<file path="src/rtl/adder_share_pkg.sv">
// rtl/adder_share_pkg.sv - shared types, defaults and round-robin pick helper for adder_share_arbiter
// Contents:
//   state_t   : IDLE -> CALC -> RESP sequencing of one shared-adder transaction
//   DEFAULT_N : default operand width
//   DEFAULT_R : default requester count
//   MAX_R     : widest request vector the pick helper handles
//   rr_pick   : 1 when requester i is the first valid one after 'last', wrapping mod r
package adder_share_pkg;

    typedef enum logic [1:0] {
        IDLE = 2'd0,
        CALC = 2'd1,
        RESP = 2'd2
    } state_t;

    localparam int DEFAULT_N = 10;
    localparam int DEFAULT_R = 4;
    localparam int MAX_R     = 32;

    // Rotating one-hot priority select, evaluated one bit position at a time.
    // The search starts just after 'last' so the previous winner ranks lowest.
    function automatic logic rr_pick(
        input logic [MAX_R-1:0] req,
        input int unsigned      last,
        input int unsigned      r,
        input int unsigned      i
    );
        logic        found;
        int unsigned sel;
        int unsigned idx;
        found = 1'b0;
        sel   = 0;
        for (int unsigned k = 1; k <= MAX_R; k++) begin
            if (k <= r) begin
                idx = last + k;
                // last < r and k <= r, so one subtraction is enough to wrap
                if (idx >= r) begin
                    idx = idx - r;
                end
                if (!found && (|(req & (MAX_R'(1) << idx)))) begin
                    found = 1'b1;
                    sel   = idx;
                end
            end
        end
        return found && (sel == i);
    endfunction

endpackage

</file>
<file path="src/rtl/adder_Nbit.sv">
// rtl/adder_Nbit.sv - unsigned N-bit combinational adder with carry out
// Ports:
//   a, b : N-bit unsigned operands
//   sum  : N+1-bit result, carry in the MSB
module adder_Nbit #(
    parameter int N = 10
) (
    input  logic [N-1:0] a,
    input  logic [N-1:0] b,
    output logic [N:0]   sum
);

    assign sum = {1'b0, a} + {1'b0, b};

endmodule

</file>
<file path="src/rtl/rr_arbiter.sv">
// rtl/rr_arbiter.sv - combinational round-robin arbiter, previous winner lowest priority
// Ports:
//   req        : request vector, bit i from requester i
//   last_grant : index of the most recent winner
//   enable     : when low no grant is issued
//   grant      : one-hot winner (all zero when disabled or no requests)
//   grant_id   : encoded winner index (0 when no grant)
// R must not exceed MAX_R from the package.
module rr_arbiter
    import adder_share_pkg::*;
#(
    parameter  int R   = DEFAULT_R,
    localparam int IDW = $clog2(R)
) (
    input  logic [R-1:0]   req,
    input  logic [IDW-1:0] last_grant,
    input  logic           enable,
    output logic [R-1:0]   grant,
    output logic [IDW-1:0] grant_id
);

    always_comb begin
        grant    = '0;
        grant_id = '0;
        if (enable) begin
            for (int i = 0; i < R; i++) begin
                if (rr_pick(MAX_R'(req), 32'(last_grant), R, i)) begin
                    grant[i] = 1'b1;
                    grant_id = IDW'(i);
                end
            end
        end
    end

endmodule

</file>
<file path="src/rtl/adder_share_arbiter.sv">
// rtl/adder_share_arbiter.sv - shares one N-bit adder among R requesters with round-robin arbitration
// Ports:
//   clk, rst_n : rising-edge clock, asynchronous active-low reset
//   req_valid  : per-requester request valid
//   req_ready  : one-hot grant, only while idle
//   req_a/b    : packed operands, requester i at [i*N +: N]
//   rsp_valid  : result valid, held until rsp_ready
//   rsp_ready  : consumer accepts result
//   rsp_sum    : N+1-bit unsigned sum
//   rsp_id     : requester owning rsp_sum
//   busy       : a transaction is in flight
module adder_share_arbiter
    import adder_share_pkg::*;
#(
    parameter  int N   = DEFAULT_N,
    parameter  int R   = DEFAULT_R,
    localparam int IDW = $clog2(R)
) (
    input  logic           clk,
    input  logic           rst_n,
    input  logic [R-1:0]   req_valid,
    output logic [R-1:0]   req_ready,
    input  logic [R*N-1:0] req_a,
    input  logic [R*N-1:0] req_b,
    output logic           rsp_valid,
    input  logic           rsp_ready,
    output logic [N:0]     rsp_sum,
    output logic [IDW-1:0] rsp_id,
    output logic           busy
);

    state_t         state_q, state_d;
    logic [N-1:0]   a_q, a_d;
    logic [N-1:0]   b_q, b_d;
    logic [IDW-1:0] gid_q, gid_d;
    logic [IDW-1:0] last_grant_q, last_grant_d;
    logic [N:0]     rsp_sum_q, rsp_sum_d;
    logic [IDW-1:0] rsp_id_q, rsp_id_d;
    logic           rsp_valid_q, rsp_valid_d;

    logic [R-1:0]   grant;
    logic [IDW-1:0] grant_id;
    logic [N:0]     adder_sum;

    // Grants are offered only while idle, so req_ready is naturally 0 in CALC/RESP.
    rr_arbiter #(
        .R (R)
    ) u_arb (
        .req        (req_valid),
        .last_grant (last_grant_q),
        .enable     (state_q == IDLE),
        .grant      (grant),
        .grant_id   (grant_id)
    );

    adder_Nbit #(
        .N (N)
    ) u_add (
        .a   (a_q),
        .b   (b_q),
        .sum (adder_sum)
    );

    always_comb begin
        state_d      = state_q;
        a_d          = a_q;
        b_d          = b_q;
        gid_d        = gid_q;
        last_grant_d = last_grant_q;
        rsp_sum_d    = rsp_sum_q;
        rsp_id_d     = rsp_id_q;
        rsp_valid_d  = rsp_valid_q;
        case (state_q)
            IDLE: begin
                if (|grant) begin
                    for (int i = 0; i < R; i++) begin
                        if (grant[i]) begin
                            a_d = req_a[i*N +: N];
                            b_d = req_b[i*N +: N];
                        end
                    end
                    gid_d        = grant_id;
                    last_grant_d = grant_id;
                    state_d      = CALC;
                end
            end
            CALC: begin
                rsp_sum_d   = adder_sum;
                rsp_id_d    = gid_q;
                rsp_valid_d = 1'b1;
                state_d     = RESP;
            end
            RESP: begin
                // Sum and id stay put after the handoff; only valid drops.
                if (rsp_ready) begin
                    rsp_valid_d = 1'b0;
                    state_d     = IDLE;
                end
            end
            default: begin
                rsp_valid_d = 1'b0;
                state_d     = IDLE;
            end
        endcase
    end

    always_ff @(posedge clk or negedge rst_n) begin
        if (!rst_n) begin
            state_q      <= IDLE;
            a_q          <= '0;
            b_q          <= '0;
            gid_q        <= '0;
            // Pretend R-1 won last so requester 0 ranks highest after reset.
            last_grant_q <= IDW'(R - 1);
            rsp_sum_q    <= '0;
            rsp_id_q     <= '0;
            rsp_valid_q  <= 1'b0;
        end else begin
            state_q      <= state_d;
            a_q          <= a_d;
            b_q          <= b_d;
            gid_q        <= gid_d;
            last_grant_q <= last_grant_d;
            rsp_sum_q    <= rsp_sum_d;
            rsp_id_q     <= rsp_id_d;
            rsp_valid_q  <= rsp_valid_d;
        end
    end

    assign req_ready = grant;
    assign rsp_valid = rsp_valid_q;
    assign rsp_sum   = rsp_sum_q;
    assign rsp_id    = rsp_id_q;
    assign busy      = (state_q != IDLE);

endmodule

</file>
<file path="config.mk">
export PLATFORM = sky130hd
export DESIGN_NAME = adder_share_arbiter
export DESIGN_NICKNAME = d
export VERILOG_FILES = /design/src/rtl/adder_share_pkg.sv /design/src/rtl/adder_Nbit.sv /design/src/rtl/rr_arbiter.sv /design/src/rtl/adder_share_arbiter.sv
export SDC_FILE = /design/constraint.sdc
export NUM_CORES = 1
export LEC_CHECK = 0
export BUFFER_PORTS_ARGS = -buffer_cell sky130_fd_sc_hd__buf_2
export CAP_MARGIN = 0
export CORE_ASPECT_RATIO = 0.6
export CORE_MARGIN = 4
export CORE_UTILIZATION = 50
export DETAILED_ROUTE_END_ITERATION = 8
export GPL_TIMING_DRIVEN = 1
export PLACE_DENSITY = 0.81
export REMOVE_ABC_BUFFERS = 1
export SLEW_MARGIN = 20
export SYNTH_ARGS = -nofsm -noshare
export SYNTH_HDL_FRONTEND = slang
export SYNTH_SLANG_ARGS = --single-unit
</file>
<file path="constraint.sdc">
create_clock -name clk -period 3.3 [get_ports clk]
set_clock_uncertainty 0.2 [all_clocks]
set_input_delay 0 -clock clk [delete_from_list [all_inputs] [get_ports clk]]
set_output_delay 0 -clock clk [all_outputs]
set_load 0.02 [all_outputs]
</file>
==> run summary, run 1 <==
STATUS
---------------------------------------------------------------------------------
Status                                                                  completed

ROUTING
---------------------------------------------------------------------------------
Avg Vias per Cell                                                            5.74
Final ANT Viol Nets                                                             0
Total Wirelength                                                     10800 microns
Vias                                                                         3136
Post-route DRC                                                                  0
Number of DRC markers in iteration 0                                          270
Detail-routed net length per standard cell                           19.7 microns
First drt pass iteration count                                                  6

POWER AND IR DROP
---------------------------------------------------------------------------------
Leakage power summed over all cells                                       2.08 nW
Total power density per cell area                                    1150 nW/um^2
Peak ir drop on the vdd network                                          0.679 mV

CTS
---------------------------------------------------------------------------------
Number of buffers on the longest clock path                                     2
Clock tree from TritonCTS                                                     yes
Root Driver                                                          sky130_fd_sc_hd__clkbuf_8
Number of clock sinks                                                          40
Clock buffer count from CTS                                                     5
Clk Latency, worst-skew pair                                              0.30 ns
Maximum level of the CTS H-tree                                                 2
Register clock-pin slew on the reported worst setup and hold paths        0.08 ns

FINISH
---------------------------------------------------------------------------------
Number of inserted filler cells in the final layout                           276
Register cell area after layout                                        1000 sq um
Layout Nets                                                                   570
Area Overhead vs Synth                                                      55.7%
Layout cells sized above 1                                                  0.342
Area of the multi-input gates                                          1690 sq um
End-of-flow core utilization                                                0.836

GLOBAL ROUTING
---------------------------------------------------------------------------------
Global route hottest layer                                                   met2
GR Util met1                                                                0.349
First-pass GRT wire length                                           16600 microns
Tot GR Track Use                                                            0.310
Pin count of the biggest net entering global routing                           41
Global Route met2 Usage                                                     0.545
Number of antenna violations at the first check in global routing               0
Number of global-route vias before repair                                    3254
GRT overflow                                                                    0
Met3 usage in global routing                                               0.0810

PLACED DESIGN
---------------------------------------------------------------------------------
Half-perimeter wire length after placement                           5750 microns
Port bufs                                                                     105
Gp weighted congestion                                                      0.861

TIMING
---------------------------------------------------------------------------------
Fin. Hold Viols                                                                 0
Headroom to the max-slew limit                                              0.399
Setup-violating endpoint count in the final report                              0
Total count of max-transition violations in the final report                    0
Minimum hold slack                                                       0.159 ns
Final Critical Period                                                     3.24 ns
Slew at the pin closest to its max-slew limit                            0.901 ns
Fin crit share                                                              0.983
Maximum clock frequency                                                   308 MHz

DIE
---------------------------------------------------------------------------------
Full die area                                                          6980 sq um
Area of the core                                                       5280 sq um
Die H                                                                66.3 microns
Initial cell density of the core                                            0.537
Rows                                                                           20
Number of ports placed on the die boundary                                    106
Die width                                                             105 microns

SYNTHESIS
---------------------------------------------------------------------------------
Number of distinct library cells after synthesis                               49
Synth Area in Simple Gates                                                  0.121
Adder and majority gate portion of the synthesized area                    0.0732
Proportion of synthesized area in mux cells                                 0.153
Cell taking the most area after synthesis                            sky130_fd_sc_hd__dfrtp_1
Post-synthesis sequential area ratio                                        0.354
Area of the mapped netlist                                             2840 sq um
FFs w/ async S/R, synth                                                      1.00
Synth Area in Compound Gates                                                0.238
Post-synth top area share                                                   0.335
Count of flip-flops with a built-in enable after synthesis                      0
Fraction of synthesized cell area in xor and xnor cells                   0.00618
Register bit count reported by yosys                                           40
Cells after synthesis                                                         272
Prevailing post-synth register cell                                  sky130_fd_sc_hd__dfrtp_1
Leading cell types by total area after synthesis                     sky130_fd_sc_hd__dfrtp_1 (34%), sky130_fd_sc_hd__mux2i_1 (14%), sky130_fd_sc_hd__a221oi_2 (11%)
Synthesis Warnings                                                              0
Post-Synthesis Mean Instance Area                                      10.4 sq um
Combinational family with the most area after synthesis              compound AO/OA/AOI/OAI gates

SETUP PATH
---------------------------------------------------------------------------------
Worst Path Required                                                       3.10 ns
Type of origin of the critical path                                      register
Path type of the worst setup path                                    register to output port
WP data arrival                                                           3.04 ns
Worst-path fanout max                                                          21
Crit. End Element                                                     output port

HOLD PATH
---------------------------------------------------------------------------------
Worst min path class                                                 input port to asynchronous set/reset pin

JOB
---------------------------------------------------------------------------------
Max capacitance violation total                                                 0

## placed cells by master (no fill, tap or decap), types with 2 or more instances in the layout
master / instances
sky130_fd_sc_hd__mux2i_1: 40
sky130_fd_sc_hd__nor3b_1: 2
sky130_fd_sc_hd__buf_2: 104
sky130_fd_sc_hd__a222oi_1: 2
sky130_fd_sc_hd__dfrtp_1: 38
sky130_fd_sc_hd__a21o_1: 3
sky130_fd_sc_hd__o211a_1: 2
sky130_fd_sc_hd__and2_1: 2
sky130_fd_sc_hd__buf_4: 12
sky130_fd_sc_hd__o21a_1: 5
sky130_fd_sc_hd__nor2b_1: 4
sky130_fd_sc_hd__nand2b_1: 4
sky130_fd_sc_hd__buf_12: 3
sky130_fd_sc_hd__clkbuf_1: 3
sky130_fd_sc_hd__o31ai_1: 5
sky130_fd_sc_hd__dfstp_2: 2
sky130_fd_sc_hd__mux2_2: 3
sky130_fd_sc_hd__o21ai_0: 9
sky130_fd_sc_hd__and2_4: 2
sky130_fd_sc_hd__inv_1: 10
sky130_fd_sc_hd__ha_2: 2
sky130_fd_sc_hd__nand2_1: 20
sky130_fd_sc_hd__nor2_1: 33
sky130_fd_sc_hd__dlygate4sd3_1: 82
sky130_fd_sc_hd__a21oi_1: 6
sky130_fd_sc_hd__a211oi_1: 3
sky130_fd_sc_hd__nor3_1: 4
sky130_fd_sc_hd__a221oi_2: 20
sky130_fd_sc_hd__ha_1: 13
sky130_fd_sc_hd__clkbuf_8: 5
sky130_fd_sc_hd__a22oi_1: 4
## worst paths after layout
check / to / cells after the start / from / slack (ns)
setup reg to reg: a_q[5] / 11 / last_grant_q[0] / 0.11
setup / recovery: req_ready[0] / 11 / last_grant_q[0] / 0.06
hold reg to reg: rsp_sum[4] / 2 / rsp_sum[4] / 0.29
min in group clk: rsp_sum[4] / 2 / rsp_sum[4] / 0.29
hold / removal: rsp_sum[10] / 2 / rst_n / 0.16
max in group asynchronous: state_q[1] / 2 / rst_n / 2.17
## state kept, by name, indices dropped and copies added (netlist names)
signal	cells
state_q	2
b_q	10
rsp_valid	1
rsp_id	2
a_q	10
rsp_sum	11
last_grant_q	2
gid_q	2
## area by class of cell
class                      instances  area share
sequential                        40       0.227
clock buffer                       8      0.0181
timing repair buffer             202       0.341
inverter                          10     0.00850
tap                               77      0.0218
multi-input combinational        208       0.383
antenna                            1    0.000567
## Yosys cell counts, types with 3 or more instances
cell,count
sky130_fd_sc_hd__nor2b_1,4
sky130_fd_sc_hd__nand2b_1,4
sky130_fd_sc_hd__o31ai_1,5
sky130_fd_sc_hd__a21o_1,3
sky130_fd_sc_hd__dfrtp_1,38
sky130_fd_sc_hd__nor2_1,33
sky130_fd_sc_hd__o21a_1,5
sky130_fd_sc_hd__clkbuf_1,4
sky130_fd_sc_hd__a211oi_1,3
sky130_fd_sc_hd__and2_1,3
sky130_fd_sc_hd__mux2_2,3
sky130_fd_sc_hd__a22oi_1,4
sky130_fd_sc_hd__nor3_1,4
sky130_fd_sc_hd__mux2i_1,40
sky130_fd_sc_hd__buf_6,3
sky130_fd_sc_hd__a21oi_1,7
sky130_fd_sc_hd__nand2_1,20
sky130_fd_sc_hd__inv_1,10
sky130_fd_sc_hd__a221oi_2,20
sky130_fd_sc_hd__o21ai_0,9
sky130_fd_sc_hd__ha_1,15
## critical path, cell delays in order (launching register included)
cell and delay (ns):
sky130_fd_sc_hd__dfstp_2 0.60, sky130_fd_sc_hd__inv_1 0.09, sky130_fd_sc_hd__ha_2 0.24, sky130_fd_sc_hd__a222oi_1 0.38, sky130_fd_sc_hd__buf_4 0.19, sky130_fd_sc_hd__nand2_1 0.12, sky130_fd_sc_hd__a21oi_2 0.21, sky130_fd_sc_hd__o22ai_2 0.14
sky130_fd_sc_hd__buf_8 0.21, sky130_fd_sc_hd__nand2b_2 0.24, sky130_fd_sc_hd__nor2_1 0.14, sky130_fd_sc_hd__buf_2 0.19
## routing by layer
metal,vias up,part of all wire
met1,1463,0.39
li1,1408,-
met3,54,0.080
met5,-,0
met4,0,0.047
met2,211,0.48
## logic make-up (layout without fill, tap and decap cells)
family | count (synthesis) | in the layout
multiplexers | 43 | 43
adder cells (fa/ha/maj) | 16 | 16
AND/OR/NAND/NOR | 75 | 75
AO/OA/AOI/OAI | 72 | 72
other | 0 | 1
flip-flops | 40 | 40
buffers and inverters | 24 | 220
XOR/XNOR | 2 | 2
## through the flow
step	worst slack, ns	area, sq um	power [W]	setup TNS [ns]	std cells
after floorplan	-0.772	2720	0.00337	-17.40	258
after global placement	0.151	3420	0.00416	0	449
after detailed placement	0.00299	3420	0.00425	0	449
after CTS	0.0245	4340	0.00469	0	541
after global routing	-0.0519	4410	0.00538	-0.0546	545
final	0.0558	4420	0.00506	0	546
## where the power goes
group	total, W	leakage, nW	internal [W]	switching [W]
sequential	0.000959	0.457	0.000775	0.000184
clock	0.000335	0.0395	0.000151	0.000184
combinational	0.00377	1.58	0.00167	0.00210
total	0.00506	2.08	0.00259	0.00247
## repair_timing
item / CTS / global route
pin swaps: 2 / 4
gates resized for setup: 1 / 13
endpoints found under the setup margin: 3 / 23
setup buffers: 2 / 4
endpoints found under the hold margin: 60 / 0
hold buffers: 82 / 0
No activity file was read; power rests on OpenSTA's default activity.
==> run 2: changes to the inputs <==
--- a/config.mk
+++ b/config.mk
@@ -12,7 +12,7 @@
 export CORE_UTILIZATION = 50
 export DETAILED_ROUTE_END_ITERATION = 8
 export GPL_TIMING_DRIVEN = 1
-export PLACE_DENSITY = 0.81
+export PLACE_DENSITY = 0.79
 export REMOVE_ABC_BUFFERS = 1
 export SLEW_MARGIN = 20
 export SYNTH_ARGS = -nofsm -noshare
==> run summary, run 2 (synthesis results as in run 1) <==
PLACED DESIGN
---------------------------------------------------------------------------------
Worst-case setup slack after placement                                  0.0861 ns   +0.0831 ns
Half-perimeter wire length after placement                           5520 microns   -4.0%
Port bufs                                                                     105   unchanged
Number of placed cells counting well taps                                     448   -0.22%
Gp weighted congestion                                                      0.898   +4.2%

SETUP PATH
---------------------------------------------------------------------------------
Worst-path fanout max                                                          10   -52%
Type of origin of the critical path                                      register
Worst Path Required                                                       3.10 ns   about the same
WP data arrival                                                           2.99 ns   -0.05 ns
Crit. End Element                                                     output port
Path type of the worst setup path                                    register to output port

FINISH
---------------------------------------------------------------------------------
Flip-flop count of the largest register after layout                           11   unchanged
Final non-filler cell total                                                   542   -0.73%
Layout Nets                                                                   567   -0.53%
Commonest non-fill, non-tap cells in the layout                      sky130_fd_sc_hd__buf_2 (105), sky130_fd_sc_hd__dlygate4sd3_1 (82), sky130_fd_sc_hd__mux2i_1 (40), sky130_fd_sc_hd__dfrtp_1 (38), sky130_fd_sc_hd__nor2_1 (33)
Area Overhead vs Synth                                                      54.4%
N_diodes                                                                        0   -1
End-of-flow core utilization                                                0.830   -0.00663
Layout cells sized above 1                                                  0.335   -0.00640
Commonest non-fill, non-tap cell in the layout                       sky130_fd_sc_hd__buf_2

GLOBAL ROUTING
---------------------------------------------------------------------------------
Pin count of the biggest net entering global routing                           41   unchanged
GRT overflow                                                                    0   unchanged
First-pass GRT wire length                                           15000 microns   -9.4%
Number of global-route vias before repair                                    3075   -5.5%
Number of antenna violations at the first check in global routing               0   unchanged
Tot GR Track Use                                                            0.276   -0.0335

TIMING
---------------------------------------------------------------------------------
Final setup slack of the worst path                                      0.111 ns   +0.0554 ns
Total count of max-transition violations in the final report                    0   unchanged
Post-Route Setup TNS                                                         0 ns   unchanged
Headroom to the max-slew limit                                              0.410   +0.0112
Fin crit share                                                              0.966   -0.0168
Setup-violating endpoint count in the final report                              0   unchanged
Fin. Hold Viols                                                                 0   unchanged
Final Critical Period                                                     3.19 ns   -0.0554 ns
Slew at the pin closest to its max-slew limit                            0.884 ns   -0.0169 ns
Maximum clock frequency                                                   314 MHz   +1.7%

ROUTING
---------------------------------------------------------------------------------
Post-route DRC                                                                  0   unchanged
Final ANT Viol Nets                                                             0   unchanged
First drt pass iteration count                                                  7   +1
Detail-routed net length per standard cell                           17.1 microns   -14%
Total Wirelength                                                     9250 microns   -14%
Number of DRC markers in iteration 0                                          193   -29%
Vias                                                                         2938   -6.3%
Avg Vias per Cell                                                            5.42   -5.6%

DIE
---------------------------------------------------------------------------------
Number of ports placed on the die boundary                                    106   unchanged
Die H                                                                66.3 microns   unchanged
Rows                                                                           20   unchanged
Full die area                                                          6980 sq um   unchanged
Die width                                                             105 microns   unchanged
Area of the core                                                       5280 sq um   unchanged
Initial cell density of the core                                            0.537   unchanged

CTS
---------------------------------------------------------------------------------
Root Driver                                                          sky130_fd_sc_hd__clkbuf_8
Maximum level of the CTS H-tree                                                 2   unchanged
Number of buffers on the longest clock path                                     2   unchanged
Number of clock sinks                                                          40   unchanged
Clk Latency, worst-skew pair                                              0.30 ns   about the same
Clock buffer count from CTS                                                     5   unchanged
Register clock-pin slew on the reported worst setup and hold paths        0.07 ns   about the same
Clock tree from TritonCTS                                                     yes

JOB
---------------------------------------------------------------------------------
Max capacitance violation total                                                 0   unchanged

POWER AND IR DROP
---------------------------------------------------------------------------------
Peak ir drop on the vdd network                                          0.580 mV   -15%
Leakage power summed over all cells                                       2.06 nW   -0.98%
Total power density per cell area                                    1110 nW/um^2   -3.1%

STATUS
---------------------------------------------------------------------------------
Status                                                                  completed

HOLD PATH
---------------------------------------------------------------------------------
Worst min path class                                                 input port to asynchronous set/reset pin

## run 2: cell type report
type / count / area, sq um
multi-input combinational: 208 / 1680
timing repair buffer: 199 / 1470
sequential: 40 / 1000
fill: 306 / 900
tap: 77 / 96.3
clock buffer: 8 / 90.1
inverter: 10 / 37.5
## run 2: per-stage QoR
stage / hold slack [ns] / power (W) / instance area [sq um]
after detailed placement: -0.0375 / 0.00429 / 3430
after global routing: 0.239 / 0.00522 / 4380
after floorplan: -0.496 / 0.00337 / 2720
after global placement: -0.0237 / 0.00419 / 3430
after CTS: 0.179 / 0.00473 / 4340
final: 0.157 / 0.00487 / 4380
## run 2: critical path, stage by stage, from the launching register on
cell and delay (ns):
sky130_fd_sc_hd__dfstp_2 0.59, sky130_fd_sc_hd__inv_1 0.07, sky130_fd_sc_hd__ha_1 0.26, sky130_fd_sc_hd__a222oi_1 0.40, sky130_fd_sc_hd__buf_4 0.19, sky130_fd_sc_hd__nor2b_1 0.17, sky130_fd_sc_hd__o22ai_1 0.12, sky130_fd_sc_hd__a21oi_1 0.17
sky130_fd_sc_hd__o21a_2 0.17, sky130_fd_sc_hd__buf_6 0.15, sky130_fd_sc_hd__nand2b_2 0.10, sky130_fd_sc_hd__nor2b_1 0.12, sky130_fd_sc_hd__buf_2 0.17
## run 2: per-layer routing
metal / GRT usage / part of all wire / vias up
met5: 0 / 0 / -
met4: 0.106 / 0.023 / 0
met3: 0.0634 / 0.085 / 22
met2: 0.483 / 0.47 / 149
met1: 0.334 / 0.42 / 1370
li1: - / - / 1397
## run 2: worst paths after layout
check                                     start      endpoint  slack [ns]  cells past startpoint
worst max-delay path            last_grant_q[0]  req_ready[2]        0.11                     12
worst max register to register  last_grant_q[1]        b_q[1]        0.12                     10
worst min-delay path                      rst_n     rsp_valid        0.16                      2
max in group asynchronous                 rst_n        a_q[5]        2.19                      2
worst min register to register       rsp_sum[5]    rsp_sum[5]        0.28                      2
min in group clk                     rsp_sum[5]    rsp_sum[5]        0.28                      2
## run 2: what timing repair did
| item | in CTS | in global routing |
|---|---|---|
| endpoints found under the setup margin | 0 | 24 |
| resized for setup | 0 | 5 |
| setup buffers | 0 | 4 |
| hold buffers | 82 | 0 |
| endpoints found under the hold margin | 60 | 0 |
## run 2: where the power goes
part | total (W) | internal (W) | switching (W) | leakage [nW]
sequential | 0.000939 | 0.000775 | 0.000165 | 0.457
clock | 0.000345 | 0.000171 | 0.000174 | 0.0455
combinational | 0.00358 | 0.00160 | 0.00199 | 1.56
